--- config.mk ---
export PLATFORM = sky130hd
export DESIGN_NAME = restoring_divider_8bit
export DESIGN_NICKNAME = d
export VERILOG_FILES = /design/src/rtl/restoring_divider_8bit.sv
export SDC_FILE = /design/constraint.sdc
export NUM_CORES = 1
export LEC_CHECK = 0
export BUFFER_PORTS_ARGS = -buffer_cell sky130_fd_sc_hd__buf_2
export CAP_MARGIN = 20
export CORE_MARGIN = 5
export CORE_UTILIZATION = 35
export CTS_CLUSTER_DIAMETER = 60
export CTS_CLUSTER_SIZE = 25
export DETAILED_ROUTE_END_ITERATION = 8
export PLACE_DENSITY_LB_ADDON = 0.05
export SETUP_SLACK_MARGIN = 0.1
export SLEW_MARGIN = 20
export SYNTH_ARGS = -nofsm -noshare
export SYNTH_HDL_FRONTEND = slang
export SYNTH_SLANG_ARGS = --single-unit
--- constraint.sdc ---
create_clock -name clk -period 2.67 [get_ports clk]
set_input_delay 0.6675 -clock clk [delete_from_list [all_inputs] [get_ports clk]]
set_output_delay 0.6675 -clock clk [all_outputs]
set_load 0.1 [all_outputs]
--- src/rtl/restoring_divider_8bit.sv ---
// Purpose: 8-bit by 6-bit unsigned restoring divider with divide-by-zero flagging.
// Latency: done pulses 9 cycles after an accepted start (1 cycle when divisor is 0).
// Backpressure: start is only honoured in IDLE; requests while busy or finishing are dropped.
module restoring_divider_8bit (
  input  logic       clk,
  input  logic       rst,
  input  logic       start,
  input  logic [7:0] dividend,
  input  logic [5:0] divisor,
  output logic [7:0] quotient,
  output logic [5:0] remainder,
  output logic       busy,
  output logic       done,
  output logic       div_by_zero
);

  typedef enum logic [1:0] {
    IDLE   = 2'd0,
    RUN    = 2'd1,
    FINISH = 2'd2
  } state_t;

  state_t     state;
  state_t     state_nxt;

  logic [2:0] cnt;    // remaining restoring steps, counts 7 down to 0
  logic [7:0] shreg;  // dividend bits leave at the MSB, quotient bits enter at the LSB
  logic [5:0] rem;    // running partial remainder
  logic [5:0] dvs;    // captured divisor

  logic [6:0] partial;
  logic       ge;
  logic [5:0] diff;

  // One restoring step: bring down the next dividend bit and try to subtract.
  // When the subtraction succeeds the true difference is below the divisor,
  // so the low six bits of the modular difference are exact.
  always_comb begin
    partial = {rem, shreg[7]};
    ge      = (partial >= {1'b0, dvs});
    diff    = partial[5:0] - dvs;
  end

  // State register.
  always_ff @(posedge clk or posedge rst) begin
    if (rst) begin
      state <= IDLE;
    end else begin
      state <= state_nxt;
    end
  end

  // Next-state selection; zero divisors skip straight to FINISH.
  always_comb begin
    state_nxt = state;
    case (state)
      IDLE: begin
        if (start) begin
          state_nxt = (divisor == 6'd0) ? FINISH : RUN;
        end
      end
      RUN: begin
        if (cnt == 3'd0) begin
          state_nxt = FINISH;
        end
      end
      FINISH: begin
        state_nxt = IDLE;
      end
      default: begin
        state_nxt = IDLE;
      end
    endcase
  end

  assign busy = (state == RUN);

  // Datapath: operand capture, iterative steps, and result register load.
  always_ff @(posedge clk or posedge rst) begin
    if (rst) begin
      cnt         <= 3'd0;
      shreg       <= 8'd0;
      rem         <= 6'd0;
      dvs         <= 6'd0;
      quotient    <= 8'd0;
      remainder   <= 6'd0;
      done        <= 1'b0;
      div_by_zero <= 1'b0;
    end else begin
      done <= 1'b0;
      case (state)
        IDLE: begin
          if (start) begin
            shreg       <= dividend;
            dvs         <= divisor;
            rem         <= 6'd0;
            cnt         <= 3'd7;
            div_by_zero <= 1'b0;
          end
        end
        RUN: begin
          rem   <= ge ? diff : partial[5:0];
          shreg <= {shreg[6:0], ge};
          cnt   <= cnt - 3'd1;
        end
        FINISH: begin
          done <= 1'b1;
          if (dvs == 6'd0) begin
            quotient    <= 8'hFF;
            remainder   <= 6'h3F;
            div_by_zero <= 1'b1;
          end else begin
            quotient    <= shreg;
            remainder   <= rem;
          end
        end
        default: begin
          done <= 1'b0;
        end
      endcase
    end
  end

endmodule
# [Yosys cells after proc, flatten, opt, wreduce, memory -nomap -nowiden]
# Cells that the tools add are included.
[totals] reg_bits=41 input_bits=17 output_inout_bits=17 elab_cells=44
[op_classes] n_addsub=2 magnitude_cmp=1 eq_ne=5 n_mux=17 n_reduce_logical=10
[op_table] op="$mux W6" count=3
[op_table] op="$mux W8" count=2
[op_table] op="$pmux W8 S2" count=1
[op_table] op="$logic_not A6 Y1" count=2
[op_table] op="$pmux W6 S2" count=1
[op_table] op="$ge A7 B6 Y1" count=1
[op_table] op="$mux W2" count=3
[op_table] op="$pmux W3 S2" count=1
[op_table] op="$reduce_and A2 Y1" count=3
[op_table] op="$sub A6 B6 Y6" count=1
[op_table] op="$ne A2 B2 Y1 const B" count=2
[op_table] op="$pmux W2 S2" count=1
[op_table] op="$reduce_bool A2 Y1" count=2
[op_table] op="$logic_not A3 Y1" count=1
[op_table] op="$mux W1" count=3
[op_table] op="$mux W3" count=1
[op_table] op="$reduce_and A3 Y1" count=1
[op_table] op="$sub A3 B1 Y3 const B" count=1
[op_table] op="$eq A2 B1 Y1 const B" count=1
[op_table] op="$eq A2 B2 Y1 const B" count=1
[op_table] op="$logic_not A2 Y1" count=1
[op_table] op="$ne A2 B1 Y1 const B" count=1
[op_table] op="$pmux W1 S2" count=1

# [Longest topological paths before layout]
# Gate-level depths: netlist (run 1).
[logic_depth] word_depth=4 depth_mapped=9 ltp_nobuf=9

# [Worst setup path before layout (run 1)]
# Ideal clock, no wire load.
[synth_path] path_type="register to output" from="reg state[1]" to="out busy" arrival_time_ns=1.316 required_time_ns=2.003 setup_slack_ns=0.686 stages_incl_launch_ff=4 path_buffers=1 cell_sequence="dfrtp_1 -> nand2b_1 -> clkbuf_1 -> inv_1"
[synth_via] elab_chain_cells=1
[synth_rtl] element="start: declaration" line_no="23" text="state_t state;"
[synth_rtl] element="start signal: assignment" line_no="49" text="state <= state_nxt;"
[synth_rtl] element="$eq A2 B1 Y1" line_no="76" text="assign busy = (state == RUN);"
[synth_rtl] element="end: declaration" line_no="12" text="output logic busy,"
# Every way passes these cells.

# [Worst setup path after layout (run 1)]
# Same ends and word-level chain as after synthesis.

==> results of run 1 <==
## placed cells by master (no fill, tap or decap), drive strengths merged
cell / instances
o22ai: 2
ha: 8
o21bai: 1
inv: 14
or4: 1
fa: 1
xnor2: 1
a21o: 1
a31oi: 6
a21oi: 21
nand3b: 1
nor2b: 3
bufinv: 1
a41o: 1
and3: 1
and2: 1
nand4: 1
clkinv: 1
clkinvlp: 1
a22o: 2
a221oi: 1
nand2: 30
o21ai: 18
nor3: 4
dfrtp: 41
mux2i: 6
xor2: 2
nand2b: 2
nor2: 42
buf: 37
o31ai: 1
clkbuf: 5
## kinds of logic after synthesis
logic type | after synthesis | synth area share [%]
fa+ha+maj | 9 | 5.982
compound gates | 54 | 15.64
simple gates | 86 | 17.94
mux | 6 | 2.991
xor+xnor | 3 | 1.309
flops | 41 | 51.09
buf+inv | 24 | 5.046
## metrics by stage
step	setup WS, ns	cell area [um2]	utilization, %	instances
after floorplan	0.6863	2008	-	223
after global placement	0.7221	2247	40.56	322
after detailed placement	0.7376	2247	40.56	322
after CTS	0.5250	2362	42.64	330
after global routing	0.4511	2362	42.64	330
final	0.5453	2362	42.64	330
## registers in the layout, indices dropped and copies added (netlist names)
register / cells
remainder: 6
rem: 6
shreg: 8
cnt: 3
state: 2
quotient: 8
dvs: 6
done: 1
div_by_zero: 1
## final cells by class
class / count / share of cell area (%)
flip-flops and latches: 41 / 43.43
clock inverters: 3 / 1.960
inverters: 14 / 2.225
repair buffers: 37 / 8.263
multi-input cells: 158 / 37.39
well taps: 72 / 3.814
clock buffers: 5 / 2.913
## per-layer routing
metal | up-vias | GRT usage (%) | part of all wire (%)
li1 | 816 | - | -
met1 | 702 | 18.84 | 53
met2 | 33 | 18.79 | 41
met3 | 7 | 3.074 | 5.2
met4 | 0 | 4.748 | 1.2
met5 | - | 0 | 0
## worst max-delay path: stages, from the launching register on
cell      delay, ns
dfrtp_1        0.42
nand2b_1       0.17
inv_1          0.12
buf_2          0.44
## path summary, 6_finish.rpt
kind	from	end
setup reg to reg	shreg[7]$_DFFE_PP0P_	rem[4]$_DFFE_PP0P_
hold / removal	rst	quotient[3]$_DFFE_PP0P_
setup / recovery	state[1]$_DFFE_PP0P_	busy
max in group asynchronous	rst	dvs[4]$_DFFE_PP0P_
hold reg to reg	cnt[0]$_DFFE_PP0P_	cnt[0]$_DFFE_PP0P_
min in group clk	cnt[0]$_DFFE_PP0P_	cnt[0]$_DFFE_PP0P_
==> flow_metrics.env, run 1 <==
export IMPL_status="complete, no violations"
export IMPL_rows=27
export IMPL_dieArea_mm2=0.007352
export IMPL_synth_area_top_cells="dfrtp_1 (51%), nor2_1 (7.9%), nand2_1 (5.6%)"
export IMPL_via_per_inst=4.721
export IMPL_synthTopCellsByCount="nor2_1 (42), dfrtp_1 (41), nand2_1 (30)"
export IMPL_cts_tree="done"
export IMPL_avgSynthCellArea_um2=9.005
export IMPL_synth_edff_count=0
export IMPL_drt_total_wl_mm=4.362
export IMPL_place_gp_congestion=0.7317
export IMPL_slew_viol_final=0
export IMPL_die_w_um=85.75
export IMPL_first_global_vias=1548
export IMPL_maxCapViolCount=0
export IMPL_finalNetCount=283
export IMPL_wl_per_cell_um=13.22
export IMPL_core_area_mm2=0.005540
export IMPL_setup_violations=0
export IMPL_seqCellArea_mm2=0.001026
export IMPL_insertion_delay_ns=0.29
export IMPL_synth_most_common_cell="nor2_1"
export IMPL_cts_setup_buffers=0
export IMPL_async_flop_share_pct=100.0
export IMPL_yosysSeqAreaShare_pct=51.09
export IMPL_synthCells=223
export IMPL_grt_pass1_wl_mm=7.603
export IMPL_reg2reg_slack_ns=0.74
export IMPL_cts_buffer_depth=2
export IMPL_ctsRootBufferMaster="clkbuf_8"
export IMPL_start_util_pct=36.25
export IMPL_slew_headroom_pct=54.42
export IMPL_cp_arrival_ns=1.46
export IMPL_numPortBuffers=33
export IMPL_track_usage_pct=13.01
export IMPL_tns_ns=0
export IMPL_ys_ff_latch=41
export IMPL_crit_required_ns=2.00
export IMPL_yosys_warnings=0
export IMPL_grt_overflow=0
export IMPL_fillers=602
export IMPL_clock_skew_final_ns=0.006320
export IMPL_ff2ff_path_depth=9
export IMPL_netlist_area_leader_share_pct=51.09
export IMPL_diodes=0
export IMPL_crit_fanout=5
export IMPL_area_growth_pct=17.63
export IMPL_drcViolationCount=0
export IMPL_start_kind="register"
export IMPL_drive_gt1_share_pct=19.38
export IMPL_cts_hold_buf=0
export IMPL_whs_ns=0.4878
export IMPL_num_vias=1558
export IMPL_synth_cell_types=33
export IMPL_path_clk_slew_ns=0.08
export IMPL_drt_initial_drc_count=69
export IMPL_antenna_found_initial=0
export IMPL_synth_top_flop_cell="dfrtp_1"
export IMPL_post_synth_top_area_cell="dfrtp_1"
export IMPL_multiInputGateArea_um2=883.3
export IMPL_tightest_slew_ns=0.6838
export IMPL_clock_sinks=41
export IMPL_cp_end_kind="output port"
export IMPL_fmax_mhz=470.6
export IMPL_rsz0062_at_grt="no"
export IMPL_netlist_area_mm2=0.002008
export IMPL_htreeDepth=2
export IMPL_first_pass_iters=4
export IMPL_hold_viol_final=0
export IMPL_antenna_left=0
export IMPL_hold_path_class="in -> async"
export IMPL_postCtsResizedCells=0
export IMPL_grt_max_degree=42
export IMPL_cts_buffers=5
export IMPL_synth_nets=249
export IMPL_die_h_um=85.75
export IMPL_critPathKind="reg -> out"
export IMPL_min_period_ns=2.125
export IMPL_period_share_pct=79.58
export IMPL_dp_final_hpwl_mm=3.108
export IMPL_pin_count=34
Power of run 1 is left out: the tool's default activity adds up to more than one toggle a clock period on the data nets, which glitch-free logic cannot reach.
==> run 2, diff against run 1 <==
clock period = 2.1 ns   (was 2.67 ns; I/O delays follow)
==> flow_metrics.env, run 2 (synthesis results as in run 1) <==
export IMPL_clock_skew_final_ns=0.003000
export IMPL_critPathKind="reg -> reg"
export IMPL_cts_tree="done"
export IMPL_maxCapViolCount=0
export IMPL_drt_total_wl_mm=4.326
export IMPL_setup_violations=0
export IMPL_status="complete, no violations"
export IMPL_dp_cells=325
export IMPL_timing_rr_end="rem[4]$_DFFE_PP0P_"
export IMPL_place_gp_congestion=0.7537
export IMPL_slew_viol_final=0
export IMPL_num_vias=1599
export IMPL_final_common_cell="nor2_1"
export IMPL_wl_per_cell_um=12.99
export IMPL_crit_fanout=3
export IMPL_area_growth_pct=19.81
export IMPL_numPortBuffers=33
export IMPL_diodes=0
export IMPL_cts_hold_buf=0
export IMPL_fin_cells=333
export IMPL_drcViolationCount=0
export IMPL_hold_viol_final=0
export IMPL_cts_buffers=5
export IMPL_core_area_mm2=0.005540
export IMPL_fmax_mhz=531.4
export IMPL_cts_setup_buffers=0
export IMPL_start_util_pct=36.25
export IMPL_track_usage_pct=12.79
export IMPL_regToRegStartpoint="shreg[7]$_DFFE_PP0P_"
export IMPL_grt_max_degree=42
export IMPL_tightest_slew_ns=0.5468
export IMPL_die_h_um=85.75
export IMPL_period_share_pct=89.61
export IMPL_first_pass_iters=4
export IMPL_first_global_vias=1554
export IMPL_hold_path_class="in -> async"
export IMPL_most_common_layout_cells="nor2_1 (42), dfrtp_1 (41), buf_2 (32)"
export IMPL_postCtsResizedCells=0
export IMPL_min_period_ns=1.882
export IMPL_top_regs="quotient x8, shreg x8"
export IMPL_antenna_left=0
export IMPL_rows=27
export IMPL_pin_count=34
export IMPL_cp_arrival_ns=2.10
export IMPL_drt_initial_drc_count=81
export IMPL_reg2reg_slack_ns=0.22
export IMPL_finalNetCount=286
export IMPL_dieArea_mm2=0.007352
export IMPL_clock_sinks=41
export IMPL_crit_required_ns=2.32
export IMPL_die_w_um=85.75
export IMPL_grt_overflow=0
export IMPL_drive_gt1_share_pct=20.69
export IMPL_tns_ns=0
export IMPL_cts_buffer_depth=2
export IMPL_path_clk_slew_ns=0.08
export IMPL_rsz0062_at_grt="yes"
export IMPL_start_kind="register"
export IMPL_insertion_delay_ns=0.29
export IMPL_grt_pass1_wl_mm=7.534
export IMPL_antenna_found_initial=0
export IMPL_cp_end_kind="register"
export IMPL_ff2ff_path_depth=9
export IMPL_via_per_inst=4.802
export IMPL_dp_final_hpwl_mm=3.074
export IMPL_ctsRootBufferMaster="clkbuf_8"
export IMPL_htreeDepth=2
export IMPL_slew_headroom_pct=63.55
run 2: cell count changes in the layout (fill, tap and decap cells not counted):
cell / previous run / this run
a41o_1: 1 / 0
a41o_2: 0 / 1
clkinv_4: 1 / 0
clkbuf_8: 5 / 6
buf_12: 0 / 1
a21oi_2: 1 / 2
buf_2: 33 / 32
buf_4: 4 / 7
o21ai_0: 17 / 16
a21oi_1: 20 / 19
clkbuf_1: 0 / 1
clkinvlp_4: 1 / 0
o21ai_1: 1 / 2
run 2: worst max path at each step:
stage                               from  depth (start not counted)            endpoint
floorplan           state[1]$_DFFE_PP0P_                          3                busy
detailed placement  shreg[7]$_DFFE_PP0P_                          9  rem[4]$_DFFE_PP0P_
CTS                 shreg[7]$_DFFE_PP0P_                          9  rem[4]$_DFFE_PP0P_
global placement      rem[1]$_DFFE_PP0P_                          6  rem[0]$_DFFE_PP0P_
global route        shreg[7]$_DFFE_PP0P_                          9  rem[4]$_DFFE_PP0P_
finish              shreg[7]$_DFFE_PP0P_                          9  rem[4]$_DFFE_PP0P_
run 2: metal layers:
metal	global-route usage [%]	routed length (um)	up-vias
li1	-	-	825
met3	3.650	267	7
met2	17.94	1733	39
met4	3.453	48	0
met1	19.10	2276	728
met5	0	0	-
run 2: layout make-up:
cell class,instances,area (um2)
fill,583,3134
tap,72,90.09
timing repair buffer,40,232.7
clock inverter,1,30.03
clock buffer,7,86.33
sequential,41,1026
inverter,14,52.55
multi-input combinational,158,888.4
run 2: stage by stage:
step                      instance area (um2)  setup slack, ns  utilization, %  hold slack [ns]
after floorplan                          2008           0.2588               -           0.4419
after global placement                   2285           0.2253           41.24           0.4820
after detailed placement                 2285           0.1686           41.24           0.4830
after CTS                                2401           0.1419           43.34           0.3765
after global routing                     2406          0.07894           43.43           0.4092
final                                    2406           0.2182           43.43           0.3517
run 2: worst max-delay path: stages, from the launching register on:
cell and delay, ns:
dfrtp_1 0.38, inv_1 0.09, ha_1 0.18, inv_1 0.06
fa_1 0.41, a21o_2 0.21, a21oi_2 0.15, xnor2_1 0.13
mux2i_1 0.09, o21ai_1 0.12
Power of run 2 is left out for the same reason.
==> run 3, diff against run 2 <==
GPL_TIMING_DRIVEN = 0   (was not set)
==> flow_metrics.env, run 3 (synthesis results as in run 1) <==
export IMPL_first_global_vias=1574
export IMPL_num_vias=1592
export IMPL_drt_total_wl_mm=4.419
export IMPL_cts_tree="done"
export IMPL_insertion_delay_ns=0.30
export IMPL_cp_end_kind="output port"
export IMPL_hold_viol_final=0
export IMPL_die_h_um=85.75
export IMPL_start_util_pct=36.25
export IMPL_fmax_mhz=531.4
export IMPL_drt_initial_drc_count=75
export IMPL_antenna_left=0
export IMPL_multiInputGateArea_um2=889.6
export IMPL_die_w_um=85.75
export IMPL_cts_buffer_depth=2
export IMPL_diodes=0
export IMPL_cts_hold_buf=0
export IMPL_rsz0062_at_grt="no"
export IMPL_cts_buffers=5
export IMPL_numPortBuffers=33
export IMPL_seqCellArea_mm2=0.001026
export IMPL_first_pass_iters=4
export IMPL_area_growth_pct=19.81
export IMPL_fin_cells=337
export IMPL_dieArea_mm2=0.007352
export IMPL_most_common_layout_cells="nor2_1 (42), dfrtp_1 (41), buf_2 (35)"
export IMPL_cts_setup_buffers=0
export IMPL_slew_viol_final=0
export IMPL_dp_final_hpwl_mm=3.379
export IMPL_track_usage_pct=13.08
export IMPL_status="complete, no violations"
export IMPL_drcViolationCount=0
export IMPL_min_period_ns=1.882
export IMPL_hold_path_class="in -> async"
export IMPL_grt_max_degree=23
export IMPL_clock_sinks=41
export IMPL_setup_violations=0
export IMPL_rows=27
export IMPL_crit_required_ns=1.57
export IMPL_postCtsResizedCells=4
export IMPL_cp_arrival_ns=1.36
export IMPL_grt_pass1_wl_mm=7.638
export IMPL_ctsRootBufferMaster="clkbuf_8"
export IMPL_finalNetCount=290
export IMPL_fillers=564
export IMPL_critPathKind="reg -> out"
export IMPL_tns_ns=0
export IMPL_drive_gt1_share_pct=21.13
export IMPL_clock_skew_final_ns=0.005742
export IMPL_place_gp_congestion=0.7683
export IMPL_final_common_cell="nor2_1"
export IMPL_top_regs="quotient x8, shreg x8"
export IMPL_path_clk_slew_ns=0.09
export IMPL_grt_overflow=0
export IMPL_slew_headroom_pct=55.88
export IMPL_wl_per_cell_um=13.11
export IMPL_start_kind="register"
export IMPL_maxCapViolCount=0
export IMPL_tightest_slew_ns=0.6605
export IMPL_htreeDepth=2
export IMPL_antenna_found_initial=0
export IMPL_dp_cells=329
export IMPL_crit_fanout=7
export IMPL_via_per_inst=4.724
export IMPL_pin_count=34
export IMPL_core_area_mm2=0.005540
export IMPL_period_share_pct=89.61
==> run 3: cell types whose count changed in the layout (fill, tap and decap cells not counted), moves of 2 or more <==
cell / change
buf_4: -7
inv_1: -2
inv_2: +2
clkbuf_1: +4
buf_2: +3
==> run 3: layout make-up <==
type	instances	share of cell area (%)
clock inverters	3	0.8840
inverters	14	2.184
well taps	72	3.744
clock buffers	5	2.860
plain buffers	10	2.080
flip-flops and latches	41	42.64
multi-input cells	158	36.97
repair buffers	34	8.632
==> run 3: metrics by stage <==
stage | util (%) | hold WS, ns | setup slack [ns] | instance area [um2]
final | 43.43 | 0.2270 | 0.2183 | 2406
after global routing | 43.43 | 0.2505 | 0.1155 | 2406
after CTS | 43.11 | 0.2384 | 0.1172 | 2389
after detailed placement | 41.35 | 0.4732 | 0.1135 | 2291
after global placement | 40.85 | 0.4773 | -0.0009308 | 2263
after floorplan | - | 0.4419 | 0.2588 | 2008
==> run 3: metal layers <==
layer	vias to the layer above	GRT usage (%)	share of wire, %
met5	-	0	0
met4	0	3.022	1.1
met3	6	4.035	6.0
met2	33	19.42	41
met1	721	18.68	52
li1	832	-	-
==> run 3: worst max-delay path: stages, from the launching register on <==
cell and delay [ns]:
dfrtp_1 0.41, nand2b_1 0.15, clkbuf_2 0.18, inv_2 0.14
buf_12 0.18
==> run 3: path summary, 6_finish.rpt <==
check | from | to | slack (ns) | cells after the start
max reg2reg | rem[1]$_DFFE_PP0P_ | rem[0]$_DFFE_PP0P_ | 0.24 | 7
max | state[1]$_DFFE_PP0P_ | busy | 0.22 | 4
max in group asynchronous | rst | remainder[2]$_DFFE_PP0P_ | 1.40 | 3
min reg2reg | state[1]$_DFFE_PP0P_ | state[1]$_DFFE_PP0P_ | 0.48 | 1
min | rst | quotient[3]$_DFFE_PP0P_ | 0.23 | 2
min in group clk | divisor[0] | dvs[0]$_DFFE_PP0P_ | 0.43 | 3
Power of run 3 is left out for the same reason.
